File: src/rtl/fetch_queue_pkg.sv
// Shared sizing macros and helpers for the IF->ID fetch queue.
// The optional zero-latency bypass is enabled by defining FETCH_QUEUE_BYPASS_EN.
`ifndef FQ_DEPTH
`define FQ_DEPTH 4
`endif
`ifndef FQ_ENTRY_WD
`define FQ_ENTRY_WD (PC_W+INST_W)
`endif

package fetch_queue_pkg;

    localparam int FQ_DEFAULT_DEPTH = `FQ_DEPTH;

    typedef enum logic [1:0] {
        CNT_HOLD,
        CNT_INC,
        CNT_DEC
    } cnt_op_e;

    // A simultaneous store and pop leaves occupancy unchanged.
    function automatic cnt_op_e cnt_op(input logic store, input logic pop);
        if (store && !pop) return CNT_INC;
        if (pop && !store) return CNT_DEC;
        return CNT_HOLD;
    endfunction

endpackage

File: src/rtl/fetch_queue_mem.sv
// DEPTH x WIDTH register array for the fetch queue: one write port, one async read port.
// Built identically with or without FETCH_QUEUE_BYPASS_EN.
module fetch_queue_mem #(
    parameter int DEPTH = 4,
    parameter int WIDTH = 64,
    localparam int PTR_W = $clog2(DEPTH)
) (
    input  logic             clk,
    input  logic             i_wr_en,
    input  logic [PTR_W-1:0] i_wr_addr,
    input  logic [WIDTH-1:0] i_wr_data,
    input  logic [PTR_W-1:0] i_rd_addr,
    output logic [WIDTH-1:0] o_rd_data
);

    logic [WIDTH-1:0] r_mem [DEPTH];

    // NOTE: the array is deliberately not reset; validity is tracked by count, so stale data is never observed.
    always_ff @(posedge clk) begin
        if (i_wr_en) begin
            r_mem[i_wr_addr] <= i_wr_data;
        end
    end

    assign o_rd_data = r_mem[i_rd_addr];

endmodule

File: src/rtl/fetch_queue.sv
// Handshaked IF->ID instruction fetch queue with flush and post-flush response drop.
// Define FETCH_QUEUE_BYPASS_EN for a combinational push->pop path when the queue is empty.
module fetch_queue
    import fetch_queue_pkg::*;
#(
    parameter int DEPTH = FQ_DEFAULT_DEPTH,
    parameter int PC_W = 32,
    parameter int INST_W = 32,
    localparam int CNT_W = $clog2(DEPTH + 1)
) (
    input  logic              clk,
    input  logic              rst,
    input  logic              push_valid,
    output logic              push_ready,
    input  logic [PC_W-1:0]   push_pc,
    input  logic [INST_W-1:0] push_inst,
    input  logic              fetch_pending,
    input  logic              flush,
    output logic              pop_valid,
    input  logic              pop_ready,
    output logic [PC_W-1:0]   pop_pc,
    output logic [INST_W-1:0] pop_inst,
    output logic [CNT_W-1:0]  count
);

    localparam int PTR_W = $clog2(DEPTH);
    localparam int ENTRY_W = `FQ_ENTRY_WD;

    logic [PTR_W-1:0]   r_head;
    logic [PTR_W-1:0]   r_tail;
    logic [CNT_W-1:0]   r_count;
    logic               r_drop_next;

    logic               w_full;
    logic               w_nonempty;
    logic               w_push_fire;
    logic               w_bypass;
    logic               w_store;
    logic               w_pop_stored;
    logic [ENTRY_W-1:0] w_head_entry;

    assign w_full       = (r_count == CNT_W'(DEPTH));
    assign w_nonempty   = (r_count != '0);
    assign push_ready   = ~w_full | r_drop_next;
    assign w_push_fire  = push_valid & push_ready;
    assign w_pop_stored = w_nonempty & pop_ready & ~flush;
    assign count        = r_count;

`ifdef FETCH_QUEUE_BYPASS_EN
    assign w_bypass = ~w_nonempty & push_valid & pop_ready & ~flush & ~r_drop_next;
`else
    assign w_bypass = 1'b0;
`endif

    // Flushed, dropped and bypassed beats never touch the array.
    assign w_store = w_push_fire & ~flush & ~r_drop_next & ~w_bypass;

    fetch_queue_mem #(
        .DEPTH (DEPTH),
        .WIDTH (ENTRY_W)
    ) u_mem (
        .clk       (clk),
        .i_wr_en   (w_store),
        .i_wr_addr (r_tail),
        .i_wr_data ({push_pc, push_inst}),
        .i_rd_addr (r_head),
        .o_rd_data (w_head_entry)
    );

    // NOTE: every output gets a default first so no path through this block infers a latch.
    always_comb begin
        pop_valid = 1'b0;
        pop_pc    = '0;
        pop_inst  = '0;
        if (w_bypass) begin
            pop_valid = 1'b1;
            pop_pc    = push_pc;
            pop_inst  = push_inst;
        end else if (w_nonempty && !flush) begin
            pop_valid          = 1'b1;
            {pop_pc, pop_inst} = w_head_entry;
        end
    end

    // NOTE: state registers use non-blocking assignments so every update samples pre-edge values.
    always_ff @(posedge clk or negedge rst) begin
        if (!rst) begin
            r_head      <= '0;
            r_tail      <= '0;
            r_count     <= '0;
            r_drop_next <= 1'b0;
        end else if (flush) begin
            r_head      <= '0;
            r_tail      <= '0;
            r_count     <= '0;
            r_drop_next <= r_drop_next | fetch_pending;
        end else begin
            if (w_store) begin
                r_tail <= r_tail + PTR_W'(1);
            end
            if (w_pop_stored) begin
                r_head <= r_head + PTR_W'(1);
            end
            case (cnt_op(w_store, w_pop_stored))
                CNT_INC: r_count <= r_count + CNT_W'(1);
                CNT_DEC: r_count <= r_count - CNT_W'(1);
                default: r_count <= r_count;
            endcase
            // The in-flight response left over from a flush is swallowed here.
            if (r_drop_next && push_valid) begin
                r_drop_next <= 1'b0;
            end
        end
    end

endmodule
File: config.mk
export PLATFORM = sky130hd
export DESIGN_NAME = fetch_queue
export DESIGN_NICKNAME = d
export VERILOG_FILES = /design/src/rtl/fetch_queue_pkg.sv /design/src/rtl/fetch_queue_mem.sv /design/src/rtl/fetch_queue.sv
export SDC_FILE = /design/constraint.sdc
export NUM_CORES = 1
export LEC_CHECK = 0
export CAP_MARGIN = 20
export CORE_MARGIN = 2
export CORE_UTILIZATION = 32
export CTS_BUF_LIST = sky130_fd_sc_hd__clkbuf_16
export CTS_CLUSTER_DIAMETER = 40
export DETAILED_ROUTE_END_ITERATION = 8
export PLACE_DENSITY = 0.61
export SLEW_MARGIN = 40
export SYNTH_ARGS = -nofsm -noshare
export SYNTH_HDL_FRONTEND = slang
export SYNTH_HIERARCHICAL = 1
export SYNTH_SLANG_ARGS = --single-unit
File: constraint.sdc
create_clock -name clk -period 8.9 [get_ports clk]
set_input_delay 0.89 -clock clk [delete_from_list [all_inputs] [get_ports clk]]
set_output_delay 0.89 -clock clk [all_outputs]
set_load 0.005 [all_outputs]
==> flow_metrics.env, run 1 <==
export IMPL_place_hpwl_um=11680
export IMPL_vias=4914
export IMPL_maxCapViolCount=0
export IMPL_post_cts_buffers=0
export IMPL_first_global_vias=5383
export IMPL_synth_top_cell_by_area="edfxtp_1"
export IMPL_postCtsResizedCells=0
export IMPL_rsz0062_at_grt="false"
export IMPL_drcViolationCount=0
export IMPL_io_buffers=138
export IMPL_synth_top_area_share_pct=75.14
export IMPL_slew_headroom_pct=50.19
export IMPL_routed_via_density=4.671
export IMPL_seq_area_um2=7895
export IMPL_core_area_um2=31560
export IMPL_worstMarginPinSlew_ns=0.7471
export IMPL_fmax_ghz=0.2358
export IMPL_yosys_top_cells_count="256 x edfxtp_1, 64 x and2_1, 60 x mux4_2"
export IMPL_rows=65
export IMPL_min_period_over_period_pct=47.65
export IMPL_cts_hold_buf=0
export IMPL_multi_input_area_um2=2165
export IMPL_avgSynthCellArea_um2=22.54
export IMPL_grt_start_max_net_pins=65
export IMPL_async_flop_share_pct=3.030
export IMPL_yosysSeqAreaShare_pct=77.09
export IMPL_start_util_pct=32.42
export IMPL_fin_worst_skew_ns=0.01521
export IMPL_hold_end="r_drop_next"
export IMPL_drive_gt1_share_pct=22.03
export IMPL_hold_path_class="register to register"
export IMPL_worst_r2r_setup_slack_ns=6.10
export IMPL_yosysWarnings=6
export IMPL_yosysMostFrequentCell="edfxtp_1"
export IMPL_p_per_area_nw_per_um2=275.7
export IMPL_cts_tree="built"
export IMPL_synthToLayoutAreaGrowth_pct=30.73
export IMPL_leakagePower_uw=0.004272
export IMPL_post_route_cell_area_um2=13380
export IMPL_antenna_found_initial=0
export IMPL_cts_sinks=264
export IMPL_routedWlPerCell_um=18.87
export IMPL_syn_nets=525
export IMPL_grt_use_total_pct=11.91
export IMPL_ir_drop_v=0.0001706
export IMPL_syn_cell_area_um2=10230
export IMPL_clk_pin_slew_worst_paths_ns=0.05
export IMPL_worstHoldStart="r_drop_next"
export IMPL_place_gp_congestion=0.6592
export IMPL_crit_path_end_kind="primary output"
export IMPL_grt_overflow_total=0
export IMPL_htreeDepth=2
export IMPL_hold_violations=0
export IMPL_crit_arrival_ns=3.35
export IMPL_ys_top_cells_by_area="edfxtp_1 75%, mux4_2 13%, and2_1 3.9%"
export IMPL_die_area_um2=33420
export IMPL_fp_dieW_um=182.8
export IMPL_crit_type="register to primary output"
export IMPL_maxSlewViolCount=0
export IMPL_hold_depth=2
export IMPL_drt_iter0_drc=261
export IMPL_syn_inst=454
export IMPL_totalWireLength_um=19850
export IMPL_cp_max_fo=34
export IMPL_io_pins=139
export IMPL_place_area_um2=12050
export IMPL_ctsRootBufferMaster="clkbuf_16"
export IMPL_finalCriticalPeriod_ns=4.241
export IMPL_ys_ff_latch=264
export IMPL_nets=691
export IMPL_reg2reg_depth=5
export IMPL_final_cells=1052
export IMPL_outcome="finished clean"
export IMPL_grt_first_pass_wirelength_um=30280
export IMPL_reg2reg_to="u_mem/r_mem[2][61]"
export IMPL_die_height_um=182.8
export IMPL_final_util_pct=42.39
export IMPL_clkLatencyLatePin_ns=0.51
export IMPL_ys_types=32
export IMPL_fin_hold_ws_ns=0.5556
export IMPL_fillers=2749
export IMPL_drtPass1Iterations=4
export IMPL_cp_required_ns=8.01
export IMPL_synth_edf_count=256
export IMPL_ant_nets=0
export IMPL_setup_viol=0
export IMPL_placedCellCount=980
export IMPL_numCtsBuffers=39
export IMPL_synth_flop_cell="edfxtp_1"
export IMPL_cp_start_kind="register"
export IMPL_cts_path_max_buffers=3
export IMPL_setup_tns_ns=0
export IMPL_r2r_start="count[0]"
cells by family after synthesis:
group / share of synthesized area (%)
AOI/OAI and AO/OA: 0.5136
xor gates and xnor gates: 0.4281
adders and majority gates: 0.1957
buffers and inverters: 1.993
DFF: 77.09
muxes: 14.48
and+or+nand+nor: 5.296
final cells by class:
| class | count | area share [%] |
|---|---|---|
| sequential | 264 | 59.03 |
| multi-input combinational | 166 | 16.18 |
| timing repair buffer | 147 | 11.29 |
| clock buffer | 40 | 7.484 |
| tap | 402 | 3.761 |
| clock inverter | 30 | 2.180 |
| inverter | 2 | 0.05613 |
| antenna | 1 | 0.01871 |
how the worst max path moves through the flow:
stage / from / to / slack (ns) / cells after the start
6_report: r_head[0] / pop_inst[1] / 4.66 / 4
5_1_grt: r_head[0] / pop_inst[1] / 4.38 / 4
4_1_cts: r_head[0] / pop_inst[1] / 4.49 / 4
3_5_place_dp: flush / pop_inst[27] / 4.50 / 5
3_3_place_gp: flush / pop_pc[18] / 4.65 / 5
2_1_floorplan: push_valid / u_mem/r_mem[0][0] / 2.12 / 4
report_power, final:
part	switching (µW)	total [µW]	leakage, µW	internal (µW)
logic	270	738	0.00122	468
registers	73.8	1480	0.00241	1410
clock network	548	1470	0.000641	923
total	892	3690	0.00427	2800
critical path, cell delays in order, from the launching register on:
cell	delay, ns
dfrtp_4	0.86
buf_4	0.70
mux4_1	0.64
and2_1	0.18
clkdlybuf4s50_1	0.44
placed cells by master, fill, tap and decap left out, drive strengths merged, types with 2 or more instances in the layout:
cell type,instances
nand3,2
bufinv,3
nand2b,3
clkinvlp,4
nor3,2
nor2b,3
and2,65
inv,16
edfxtp,256
dfrtp,8
nor2,7
clkbuf,40
clkdlybuf4s50,138
buf,9
o21ai,2
mux4,64
and3b,2
xor2,2
xnor2,3
clkinv,9
sequential cells by signal (all words and copies together) (netlist names):
| register | cells |
|---|---|
| u_mem/r_mem | 256 |
| count | 3 |
| r_head | 2 |
| r_tail | 2 |
| r_drop_next | 1 |
per-stage QoR:
stage	power, µW	setup WS [ns]
floorplan	1956	2.125
global placement	2233	4.655
detailed placement	2247	4.499
CTS	3735	4.494
global route	3855	4.380
finish	3688	4.659
routing by layer:
metal | GRT usage (%) | vias to the layer above | wire length, µm
li1 | - | 2194 | -
met1 | 14.73 | 2565 | 8371
met2 | 20.79 | 131 | 10140
met3 | 3.137 | 24 | 1069
met4 | 3.200 | 0 | 275
met5 | 0 | - | 0
Power figures use the tool's default switching activity.
==> run 2, diff against run 1 <==
--- a/config.mk
+++ b/config.mk
@@ -11,7 +11,7 @@
 export CTS_BUF_LIST = sky130_fd_sc_hd__clkbuf_16
 export CTS_CLUSTER_DIAMETER = 40
 export DETAILED_ROUTE_END_ITERATION = 8
-export PLACE_DENSITY = 0.61
+export PLACE_DENSITY = 0.63
 export SLEW_MARGIN = 40
 export SYNTH_ARGS = -nofsm -noshare
 export SYNTH_HDL_FRONTEND = slang
==> constraint.sdc (replaced) <==
create_clock -name clk -period 3.7 [get_ports clk]
set_input_delay 0.37 -clock clk [delete_from_list [all_inputs] [get_ports clk]]
set_output_delay 0.37 -clock clk [all_outputs]
set_load 0.005 [all_outputs]
==> flow_metrics.env, run 2 (synthesized netlist as in run 1, its figures left out) <==
export IMPL_outcome="finished clean"
export IMPL_total_power_uw=8747
export IMPL_pre_cts_ws_ns=0.7292
export IMPL_drt_iter0_drc=280
export IMPL_clk_pin_slew_worst_paths_ns=0.05
export IMPL_maxSlewViolCount=0
export IMPL_crit_path_start="r_head[0]"
export IMPL_place_gp_congestion=0.7190
export IMPL_die_height_um=182.8
export IMPL_vias=4920
export IMPL_crit_type="register to primary output"
export IMPL_routed_via_density=4.708
export IMPL_crit_arrival_ns=2.84
export IMPL_drtPass1Iterations=5
export IMPL_clkLatencyLatePin_ns=0.49
export IMPL_hold_path_class="input port to asynchronous set/reset pin"
export IMPL_grt_first_pass_wirelength_um=31020
export IMPL_maxCapViolCount=0
export IMPL_cts_sinks=264
export IMPL_slew_headroom_pct=61.00
export IMPL_final_cell_mix="256 x edfxtp_1, 138 x clkdlybuf4s50_1, 64 x and2_1"
export IMPL_die_area_um2=33420
export IMPL_rows=65
export IMPL_place_area_um2=12120
export IMPL_slowest_delay_ns=0.77
export IMPL_postCtsResizedCells=0
export IMPL_core_area_um2=31560
export IMPL_final_common_cell="edfxtp_1"
export IMPL_cts_tree="built"
export IMPL_p_per_area_nw_per_um2=656.6
export IMPL_post_cts_buffers=0
export IMPL_fin_hold_ws_ns=0.1776
export IMPL_numCtsBuffers=35
export IMPL_worst_slack_ns=0.4925
export IMPL_grt_start_max_net_pins=40
export IMPL_ir_drop_v=0.0002940
export IMPL_min_period_over_period_pct=86.69
export IMPL_post_route_cell_area_um2=13320
export IMPL_worst_path_max_delay_cell="dfrtp_4"
export IMPL_path_cells="buf_4, mux4_2, and2_1, clkdlybuf4s50_1"
export IMPL_fin_worst_skew_ns=0.01509
export IMPL_cts_hold_buf=0
export IMPL_regMostFlops="u_mem/r_mem"
export IMPL_num_antenna_cells=0
export IMPL_htreeDepth=2
export IMPL_setup_tns_ns=0
export IMPL_cp_required_ns=3.33
export IMPL_grt_use_total_pct=12.13
export IMPL_cp_max_fo=27
export IMPL_drive_gt1_share_pct=21.46
export IMPL_drcViolationCount=0
export IMPL_start_util_pct=32.42
export IMPL_rsz0062_at_grt="false"
export IMPL_antenna_found_initial=0
export IMPL_synthToLayoutAreaGrowth_pct=30.21
export IMPL_cp_start_kind="register"
export IMPL_nets=689
export IMPL_largest_reg_flops=256
export IMPL_routedWlPerCell_um=19.16
export IMPL_cts_path_max_buffers=3
export IMPL_leakagePower_uw=0.004228
export IMPL_fp_dieW_um=182.8
export IMPL_r2r_start="r_drop_next"
export IMPL_first_global_vias=5466
export IMPL_ctsRootBufferMaster="clkbuf_16"
export IMPL_grt_overflow_total=0
export IMPL_finalCriticalPeriod_ns=3.208
export IMPL_crit_path_end_kind="primary output"
export IMPL_ant_nets=0
export IMPL_worstMarginPinSlew_ns=0.5850
export IMPL_place_hpwl_um=12410
export IMPL_fmax_ghz=0.3118
export IMPL_io_pins=139
export IMPL_totalWireLength_um=20020
export IMPL_io_buffers=138
export IMPL_hold_violations=0
export IMPL_setup_viol=0
[run 2: area by class of cell]
class                      instances  area, µm²
tap                              402      503.0
fill                            2714      18230
timing repair buffer             149       1539
clock buffer                      35      875.8
clock inverter                    27      330.3
multi-input combinational        166       2171
inverter                           2      7.507
sequential                       264       7895
[run 2: worst max-delay path, delay by kind of cell, from the launching register on]
| family | cells | cell delay, ns |
|---|---|---|
| buf+inv | 2 | 0.84 |
| flops | 1 | 0.77 |
| mux | 1 | 0.55 |
| simple gates | 1 | 0.16 |
[run 2: through the flow]
stage	util (%)	instances
floorplan	-	454
global placement	38.27	981
detailed placement	38.39	983
CTS	42.22	1045
global route	42.22	1045
finish	42.22	1045
[run 2: power breakdown]
part | switching, µW | internal (µW) | total (µW)
logic | 690 | 1130 | 1820
clock network | 1230 | 2170 | 3400
registers | 147 | 3380 | 3530
[run 2: metal layers]
metal	vias up	GRT usage, %	part of all wire (%)
met5	-	0	0
met4	0	3.424	2.1
met3	34	2.840	5.4
met2	154	21.35	51
met1	2546	15.01	41
li1	2186	-	-
[run 2: worst paths after layout]
kind	to	slack, ns	cells after the start
max reg2reg	u_mem/r_mem[1][20]	1.21	5
min in group clk	r_drop_next	0.46	2
max	pop_pc[29]	0.49	4
min	r_drop_next	0.18	1
min reg2reg	r_drop_next	0.55	2
max in group asynchronous	r_head[0]	3.19	1
